### config.mk
export PLATFORM = sky130hd
export DESIGN_NAME = pwm_duty_capture
export DESIGN_NICKNAME = d
export VERILOG_FILES = /design/src/rtl/pwm_cap_pkg.sv /design/src/rtl/pwm_in_sync.sv /design/src/rtl/pwm_duty_capture.sv
export SDC_FILE = /design/constraint.sdc
export NUM_CORES = 1
export LEC_CHECK = 0
export CAP_MARGIN = 10
export CORE_AREA = 5 5 93 95
export CTS_CLUSTER_SIZE = 30
export DETAILED_ROUTE_END_ITERATION = 6
export DIE_AREA = 0 0 98 100
export PLACE_DENSITY = 0.75
export SLEW_MARGIN = 20
export SYNTH_ARGS = -nofsm -noshare
export SYNTH_HDL_FRONTEND = slang
export SYNTH_SLANG_ARGS = --single-unit
### constraint.sdc
create_clock -name clk -period 4.5 [get_ports clk]
set_input_delay 0.9 -clock clk [delete_from_list [all_inputs] [get_ports clk]]
set_output_delay 0.9 -clock clk [all_outputs]
set_load 0.05 [all_outputs]
### src/rtl/pwm_cap_pkg.sv
// Shared types and constants for the PWM duty-capture block.
// The PWM_CAP_FILTER_EN build option is consumed by pwm_in_sync and pwm_duty_capture.
package pwm_cap_pkg;

    localparam int CNT_W_DEF = 16;

    typedef enum logic [1:0] {
        IDLE = 2'd0,
        HIGH = 2'd1,
        LOW  = 2'd2
    } cap_state_e;

    function automatic logic [31:0] all_ones(input int w);
        return (w >= 32) ? 32'hFFFF_FFFF : ((32'd1 << w) - 32'd1);
    endfunction

endpackage

### src/rtl/pwm_in_sync.sv
// Synchronizes the asynchronous PWM input and produces a clean level plus registered edge strobes.
// With PWM_CAP_FILTER_EN defined, a new level is accepted only after FILT_LEN equal samples.
module pwm_in_sync
`ifdef PWM_CAP_FILTER_EN
    #(parameter int FILT_LEN = 4)
`endif
(
    input  logic clk,
    input  logic rst,
    input  logic pwm_in,
    output logic level,
    output logic rise,
    output logic fall
);

    logic s1, s2, s3;
    logic lvl_in;

`ifdef PWM_CAP_FILTER_EN
    localparam int FW = $clog2(FILT_LEN + 1);
    logic          flt_lvl;
    logic [FW-1:0] flt_run;

    // Run length counts consecutive samples that disagree with the accepted level.
    always_ff @(posedge clk or posedge rst) begin
        if (rst) begin
            flt_lvl <= 1'b0;
            flt_run <= '0;
        end else if (s2 == flt_lvl) begin
            flt_run <= '0;
        end else if (flt_run == FW'(FILT_LEN - 1)) begin
            flt_lvl <= s2;
            flt_run <= '0;
        end else begin
            flt_run <= flt_run + 1'b1;
        end
    end

    assign lvl_in = flt_lvl;
`else
    assign lvl_in = s2;
`endif

    always_ff @(posedge clk or posedge rst) begin
        if (rst) begin
            s1   <= 1'b0;
            s2   <= 1'b0;
            s3   <= 1'b0;
            rise <= 1'b0;
            fall <= 1'b0;
        end else begin
            s1   <= pwm_in;
            s2   <= s1;
            s3   <= lvl_in;
            rise <= lvl_in & ~s3;
            fall <= ~lvl_in & s3;
        end
    end

    // level is aligned with the strobes: it already shows the post-edge value.
    assign level = s3;

endmodule

### src/rtl/pwm_duty_capture.sv
// Measures high time and period of one PWM input in clk cycles and reports stuck levels by timeout.
// Optional input glitch filter is compiled in with PWM_CAP_FILTER_EN.
module pwm_duty_capture
    import pwm_cap_pkg::*;
#(
    parameter int CNT_W   = CNT_W_DEF,
    parameter int TIMEOUT = 65535
`ifdef PWM_CAP_FILTER_EN
    , parameter int FILT_LEN = 4
`endif
) (
    input  logic             clk,
    input  logic             rst,
    input  logic             en,
    input  logic             pwm_in,
    output logic [CNT_W-1:0] high_cnt,
    output logic [CNT_W-1:0] period_cnt,
    output logic             meas_valid,
    output logic             stuck_hi,
    output logic             stuck_lo
);

    localparam logic [CNT_W-1:0] ONES    = CNT_W'(all_ones(CNT_W));
    localparam logic [CNT_W-1:0] TO_LAST = CNT_W'(TIMEOUT - 1);

    logic             level, rise, fall;
    cap_state_e       state;
    logic [CNT_W-1:0] cnt, hi_len, idle_cnt;
    logic [CNT_W-1:0] cnt_inc;
    logic             timeout;

`ifdef PWM_CAP_FILTER_EN
    pwm_in_sync #(.FILT_LEN(FILT_LEN)) u_sync (
`else
    pwm_in_sync u_sync (
`endif
        .clk    (clk),
        .rst    (rst),
        .pwm_in (pwm_in),
        .level  (level),
        .rise   (rise),
        .fall   (fall)
    );

    assign cnt_inc = (cnt == ONES) ? cnt : cnt + 1'b1;
    // An edge in the same cycle always beats the timeout.
    assign timeout = !rise && !fall && (idle_cnt == TO_LAST);

    always_ff @(posedge clk or posedge rst) begin
        if (rst) begin
            state      <= IDLE;
            cnt        <= '0;
            hi_len     <= '0;
            idle_cnt   <= '0;
            high_cnt   <= '0;
            period_cnt <= '0;
            meas_valid <= 1'b0;
            stuck_hi   <= 1'b0;
            stuck_lo   <= 1'b0;
        end else begin
            meas_valid <= 1'b0;
            if (!en) begin
                state    <= IDLE;
                cnt      <= '0;
                hi_len   <= '0;
                idle_cnt <= '0;
            end else begin
                idle_cnt <= (rise || fall || timeout) ? '0 : idle_cnt + 1'b1;
                if (timeout) begin
                    state      <= IDLE;
                    cnt        <= '0;
                    hi_len     <= '0;
                    meas_valid <= 1'b1;
                    high_cnt   <= level ? ONES : '0;
                    period_cnt <= ONES;
                    stuck_hi   <= level;
                    stuck_lo   <= ~level;
                end else begin
                    case (state)
                        IDLE: begin
                            cnt    <= '0;
                            hi_len <= '0;
                            if (rise) begin
                                state <= HIGH;
                                cnt   <= CNT_W'(1);
                            end
                        end
                        HIGH: begin
                            cnt <= cnt_inc;
                            if (fall) begin
                                state  <= LOW;
                                hi_len <= cnt;
                            end
                        end
                        LOW: begin
                            if (rise) begin
                                high_cnt   <= hi_len;
                                period_cnt <= cnt;
                                meas_valid <= 1'b1;
                                stuck_hi   <= 1'b0;
                                stuck_lo   <= 1'b0;
                                state      <= HIGH;
                                cnt        <= CNT_W'(1);
                            end else begin
                                cnt <= cnt_inc;
                            end
                        end
                        default: state <= IDLE;
                    endcase
                end
            end
        end
    end

endmodule

Yosys cells after proc, flatten, opt, wreduce, memory -nomap -nowiden
Cells that the tools add are included.
{ "word_totals": {"register_bits": 90, "latch_bits": 0, "ram_bits": 0, "romBits": 0, "in_bits": 4, "out_inout_bits": 35, "elab_cells": 73, "n_memories": 0} }
{ "classes": {"n_addsub": 2, "mul": 0, "div": 0, "magnitude_cmp": 0, "eq_ne": 8, "shifts": 0, "n_mux": 32, "bitwise": 4, "n_reduce_logical": 13} }
{ "op_table": {"columns": ["cell", "count"], "rows": [
  ["16-bit two-way mux", 16],
  ["16-bit one-hot mux with 3 select lines", 1],
  ["16-bit by 1-bit adder with 16-bit output (second input constant)", 2],
  ["16-bit equality test (second input constant)", 2],
  ["16-bit one-hot mux with 2 select lines", 1],
  ["1-bit two-way mux", 9],
  ["2-bit two-way mux", 4],
  ["5-bit by 1-bit != test with 1-bit output (second input constant)", 1],
  ["4-bit by 1-bit != test with 1-bit output (second input constant)", 1],
  ["4-bit by 2-bit != test with 1-bit output (second input constant)", 1],
  ["4-bit by 3-bit != test with 1-bit output (second input constant)", 1],
  ["2-bit one-hot mux with 2 select lines", 1],
  ["2-bit AND reduction", 2],
  ["2-bit nonzero test", 2],
  ["3-bit AND reduction", 1],
  ["1-bit bitwise AND", 2],
  ["2-bit by 1-bit equality test with 1-bit output (second input constant)", 1],
  ["2-bit equality test (second input constant)", 1],
  ["1-bit logical AND", 2],
  ["1-bit zero test", 2],
  ["2-bit zero test", 1],
  ["1-bit logical OR", 2],
  ["1-bit NOT", 2],
  ["2-bit OR reduction", 1]
]} }

Longest topological paths before layout
{ "depth": {"depth_word": 6, "ltp_mapped": 9} }

Hierarchy
Synthesis repeated with hierarchy kept, for this count alone.
{ "hier_totals": {"hier_cells": 386, "area_unflattened_um2": 4124.0} }
{ "modules_own_cells": {"columns": ["mod", "instances", "cells_each", "area_each_um2", "seq_area_each_um2"], "rows": [
  ["pwm_duty_capture", 1, 378, 3980.1, 2127.0],
  ["pwm_in_sync", 1, 8, 143.9, 125.1]
]} }

Worst setup path before layout
No wires, ideal clock.
{ "synth_timing": {"path_type": "reg-to-reg", "start": "reg idle_cnt[6]", "end": "reg hi_len[0]", "setup_ns": 0.121, "t_arrival_ns": 1.945, "t_required_ns": 4.379, "slack_ns": 2.434, "stages_incl_launch_ff": 8, "synth_period_minus_slack_ns": 2.066, "path_cell_list": "dfrtp_1 -> nand4_2 -> or4_4 -> buf_6 -> o21ai_4 -> nor2_4 -> buf_6 -> a22o_1"} }
{ "synth_between": {"elab_chain_cells": 4, "elab_cells_between_ends": 7} }
{ "synth_lines": {"columns": ["element", "line", "text"], "rows": [
  ["from (decl)", "pwm_duty_capture.sv:28", "logic [CNT_W-1:0] cnt, hi_len, idle_cnt;"],
  ["from (signal assigned)", "pwm_duty_capture.sv:68", "idle_cnt <= (rise || fall || timeout) ? '0 : idle_cnt + 1'b1;"],
  ["16-bit equality test *", "pwm_duty_capture.sv:47", "assign timeout = !rise && !fall && (idle_cnt == TO_LAST);"],
  ["1-bit logical AND *", "pwm_duty_capture.sv:47", null],
  ["4-bit by 1-bit != test with 1-bit output (no line) (tied with other cells)", null, null],
  ["2-bit AND reduction (no line) or 16-bit two-way mux (tied branches)", null, null],
  ["to (signal assigned)", "pwm_duty_capture.sv:92", "hi_len <= cnt;"],
  ["to (decl)", "pwm_duty_capture.sv:28", null]
]} }
Every way passes the cells marked *; elsewhere a longest branch is shown, timed or not.
A chain may end at the register's enable or synchronous reset.

Worst setup path after layout
{ "layout_timing": {"start": "reg idle_cnt[6]", "end": "reg high_cnt[4]"} }
{ "layout_between": {"elab_chain_cells": 4, "elab_cells_between_ends": 6} }
{ "layout_lines": {"columns": ["element", "line", "text"], "rows": [
  ["16-bit equality test *", "pwm_duty_capture.sv:47", null],
  ["1-bit logical AND *", "pwm_duty_capture.sv:47", null],
  ["2-bit nonzero test (no line)", null, null],
  ["3-bit AND reduction (no line)", null, null],
  ["to (signal assigned)", "pwm_duty_capture.sv:74", "high_cnt <= level ? ONES : '0;"],
  ["to (signal assigned)", "pwm_duty_capture.sv:97", "high_cnt <= hi_len;"],
  ["to (decl)", "pwm_duty_capture.sv:16", "output logic [CNT_W-1:0] high_cnt,"]
]} }
Marked as above.

==> metrics.txt <==
Internal=1.31 mW; drt drc=0; synth top area cells=dfrtp_1 55%, a21oi_1 4.1%, a22o_1 3.4%, o22a_1 3.4%, a31oi_1 3.4%; total CTS buffers=9; number of H-tree levels=3; critical path, cell by cell=nand4_2 -> or4_4 -> o21ai_4 -> and2_1 -> buf_4 -> a31oi_1; simple-gate share of the synthesized area=0.150; Synth top area share=0.548; # resized after CTS=0; Port Buffers=38; flops & latches, synth=90; most common cell in the netlist=dfrtp_1; nets=roughly 430; Comb power frac=0.259; xor/xnor share of the synthesized area=0.0320; Clock power frac=0.278; Fillers=621; hold_buf cts=0; final slew viol count=0; placed inst area=0.00453 mm²; Primary FF master, synth=dfrtp_1; DP HPWL=5.84 mm; Setup TNS Final=0 ps; unrepaired setup endpoints after global routing=no; critical path launch point type=flip-flop; Max-Cap Viols=0; Fmax=385 MHz; Worst VDD drop=0.000190 V; Arr. time, crit path=around 2800 ps; Commonest cells post-synth=90 x dfrtp_1, 35 x nor2_1, 34 x a21oi_1; vias per inst=6.00; worst hold path class=reg -> reg; Netlist cell types=43; Final Hold Viols=0; n_diodes=0; minimum clock period=2590 ps; syn_nets=404; clk sink count=90; area of the die=0.00980 mm²; Syn Inst Count=393; IO Pins=39; WP buf/inv=1; die height=100 µm; Core Area=0.00765 mm²; Post-Syn Area=0.00411 mm²; YS warnings=0; layout cell share with drive strength beyond 1=0.0679; register share of total power=0.462; number of flops mapped to enable cells by yosys=0; PD cells=between 400 and 500 mW/mm²; final instance area=roughly 0.0047 mm²; worst skew pair latency=360 ps; register area share after synthesis=0.548; die width=98 µm; worst-path fanout max=34; Critical Path RT=approximately 4700 ps; first-pass GRT wire length=between 15 and 20 mm; DRT Wirelength=~9 mm; CP max-delay cell=or4_4; Switching Share=0.347; GRT overflow=0; drt initial violations=228; Leakage Power=1.97 nW; Compound-Gate Fraction of Synth Area=0.199; part of the cycle the worst path needs=0.576; Post-synth ARST share=1.00; Placement Setup Slack=1730 ps; main combinational cell family by area after synthesis=compound AO/OA/AOI/OAI gates; Sw Pwr=0.697 mW; status=finished clean; Worst Path Class, Setup=reg -> reg; max incr delay on CP=720 ps; Worst slew margin=0.384; postcts setup bufs=0; Core Rows=32; final setup skew=12.5 ps; CTS tree=yes; adder and majority gate portion of the synthesized area=0.0213; largest net degree at the start of global routing=56; Antenna Nets Post-Route=0; clk buf depth=2; worst setup margin=1910 ps; drt pass-1 iters=6; clock transition at the registers of the reported paths=100 ps; mux contribution to synthesized area=0.0125; Worst Tran Pin Value=920 ps; area delta synth->final=15.2%; family with the most delay on the worst path=simple AND/OR/NAND/NOR gates; CTS root buffer=clkbuf_8; Critical Path End Type=flip-flop; routed vias=~3200; number of global-route vias before repair=between 3000 and 4000; Starting Density=0.537; final setup fails=0; Routed WL per cell=between 15 and 20 µm; placer congestion estimate=around 0.85; leading area contributor after synthesis=dfrtp_1; GRT Total Usage=0.187; syn_area_per_cell=10.5 µm²; initial antenna violation count=0
## flip-flops by register name (all words and copies together), names as in the netlist
| register | count |
|---|---|
| period_cnt | 16 |
| state | 2 |
| cnt | 16 |
| u_sync.fall | 1 |
| high_cnt | 16 |
| hi_len | 16 |
| u_sync.level | 1 |
| stuck_lo | 1 |
| meas_valid | 1 |
| u_sync.s1 | 1 |
| u_sync.rise | 1 |
| idle_cnt | 16 |
| stuck_hi | 1 |
| u_sync.lvl_in | 1 |
## through the flow
step / hold slack, ps / power (mW) / std cells / util
global placement: 333 / 1.46 / 513 / 0.593
floorplan: 331 / 1.29 / 393 / -
detailed placement: 341 / 1.47 / 513 / 0.593
global route: 375 / 2.10 / 529 / 0.619
CTS: 362 / 2.03 / 529 / 0.619
finish: 364 / 2.01 / 529 / 0.619
## worst paths after layout
kind	start	to	slack [ps]	depth (start not counted)
max in group asynchronous	rst	period_cnt[11]$_DFFE_PP0P_	2680	3
min in group asynchronous	rst	high_cnt[14]$_DFFE_PP0P_	1050	2
setup / recovery	idle_cnt[6]$_DFF_PP0_	high_cnt[4]$_DFFE_PP0P_	1910	6
hold reg to reg	u_sync.s1$_DFF_PP0_	u_sync.lvl_in$_DFF_PP0_	360	0
setup reg to reg	idle_cnt[6]$_DFF_PP0_	high_cnt[4]$_DFFE_PP0P_	1910	6
hold / removal	u_sync.s1$_DFF_PP0_	u_sync.lvl_in$_DFF_PP0_	360	0
## cell families (layout without fill, tap and decap cells)
| logic type | after synthesis | count (layout) |
|---|---|---|
| adders and majority gates | 7 | 7 |
| AOI/OAI and AO/OA | 124 | 124 |
| xor gates and xnor gates | 15 | 15 |
| DFF | 90 | 90 |
| buffers and inverters | 33 | 67 |
| and+or+nand+nor | 119 | 119 |
| muxes | 5 | 5 |
## worst register-to-register path, stage by stage, from the launching register on
cell and delay (ps):
dfrtp_1 440, nand4_2 200, or4_4 720, o21ai_4 420, and2_1 200, buf_4 330
a31oi_1 140
## area by class of cell
type / count / area, µm² / area share
sequential: 90 / 2250 / 0.476
multi-input combinational: 270 / 1700 / 0.360
timing repair buffer: 43 / 418 / 0.0883
tap: 102 / 128 / 0.0270
clock buffer: 9 / 124 / 0.0262
clock inverter: 7 / 77.6 / 0.0164
inverter: 8 / 31.3 / 0.00661
## layout by cell type, fill, tap and decap left out, drive strengths merged, types with 2 or more instances in the layout
cell           instances
o21ai                 28
a21oi                 34
nand4b                 3
ha                     7
xnor2                  6
clkdlybuf4s50         38
nor3                   7
o22a                  16
and4                   3
nor4                   4
or4                    2
xor2                   9
mux2i                  4
and3                   4
a31oi                 22
buf                    5
dfrtp                 90
and2                   3
clkbuf                 9
nand3                 22
nand2                 15
nor2b                  4
inv                    9
nor2                  36
clkinvlp               4
nand4                 10
or3                    3
o21a                   2
a22o                  16
nand2b                 3
## routing by layer
layer / up-vias / wire [µm] / GRT usage
met2: 125 / 4020 / 0.284
met4: 0 / 120 / 0.0724
met1: 1534 / 4130 / 0.271
met5: - / 0 / 0
li1: 1504 / - / -
met3: 11 / 525 / 0.0306
## power by group through the flow
stage	logic (mW)	registers, mW	clock network, mW
after floorplan	0.115	1.18	0
after global placement	0.519	0.944	0
after detailed placement	0.525	0.945	0
after CTS	0.527	0.929	0.573
after global routing	0.549	0.939	0.610
final	0.521	0.928	0.559
No activity file was read; power rests on OpenSTA's default activity.
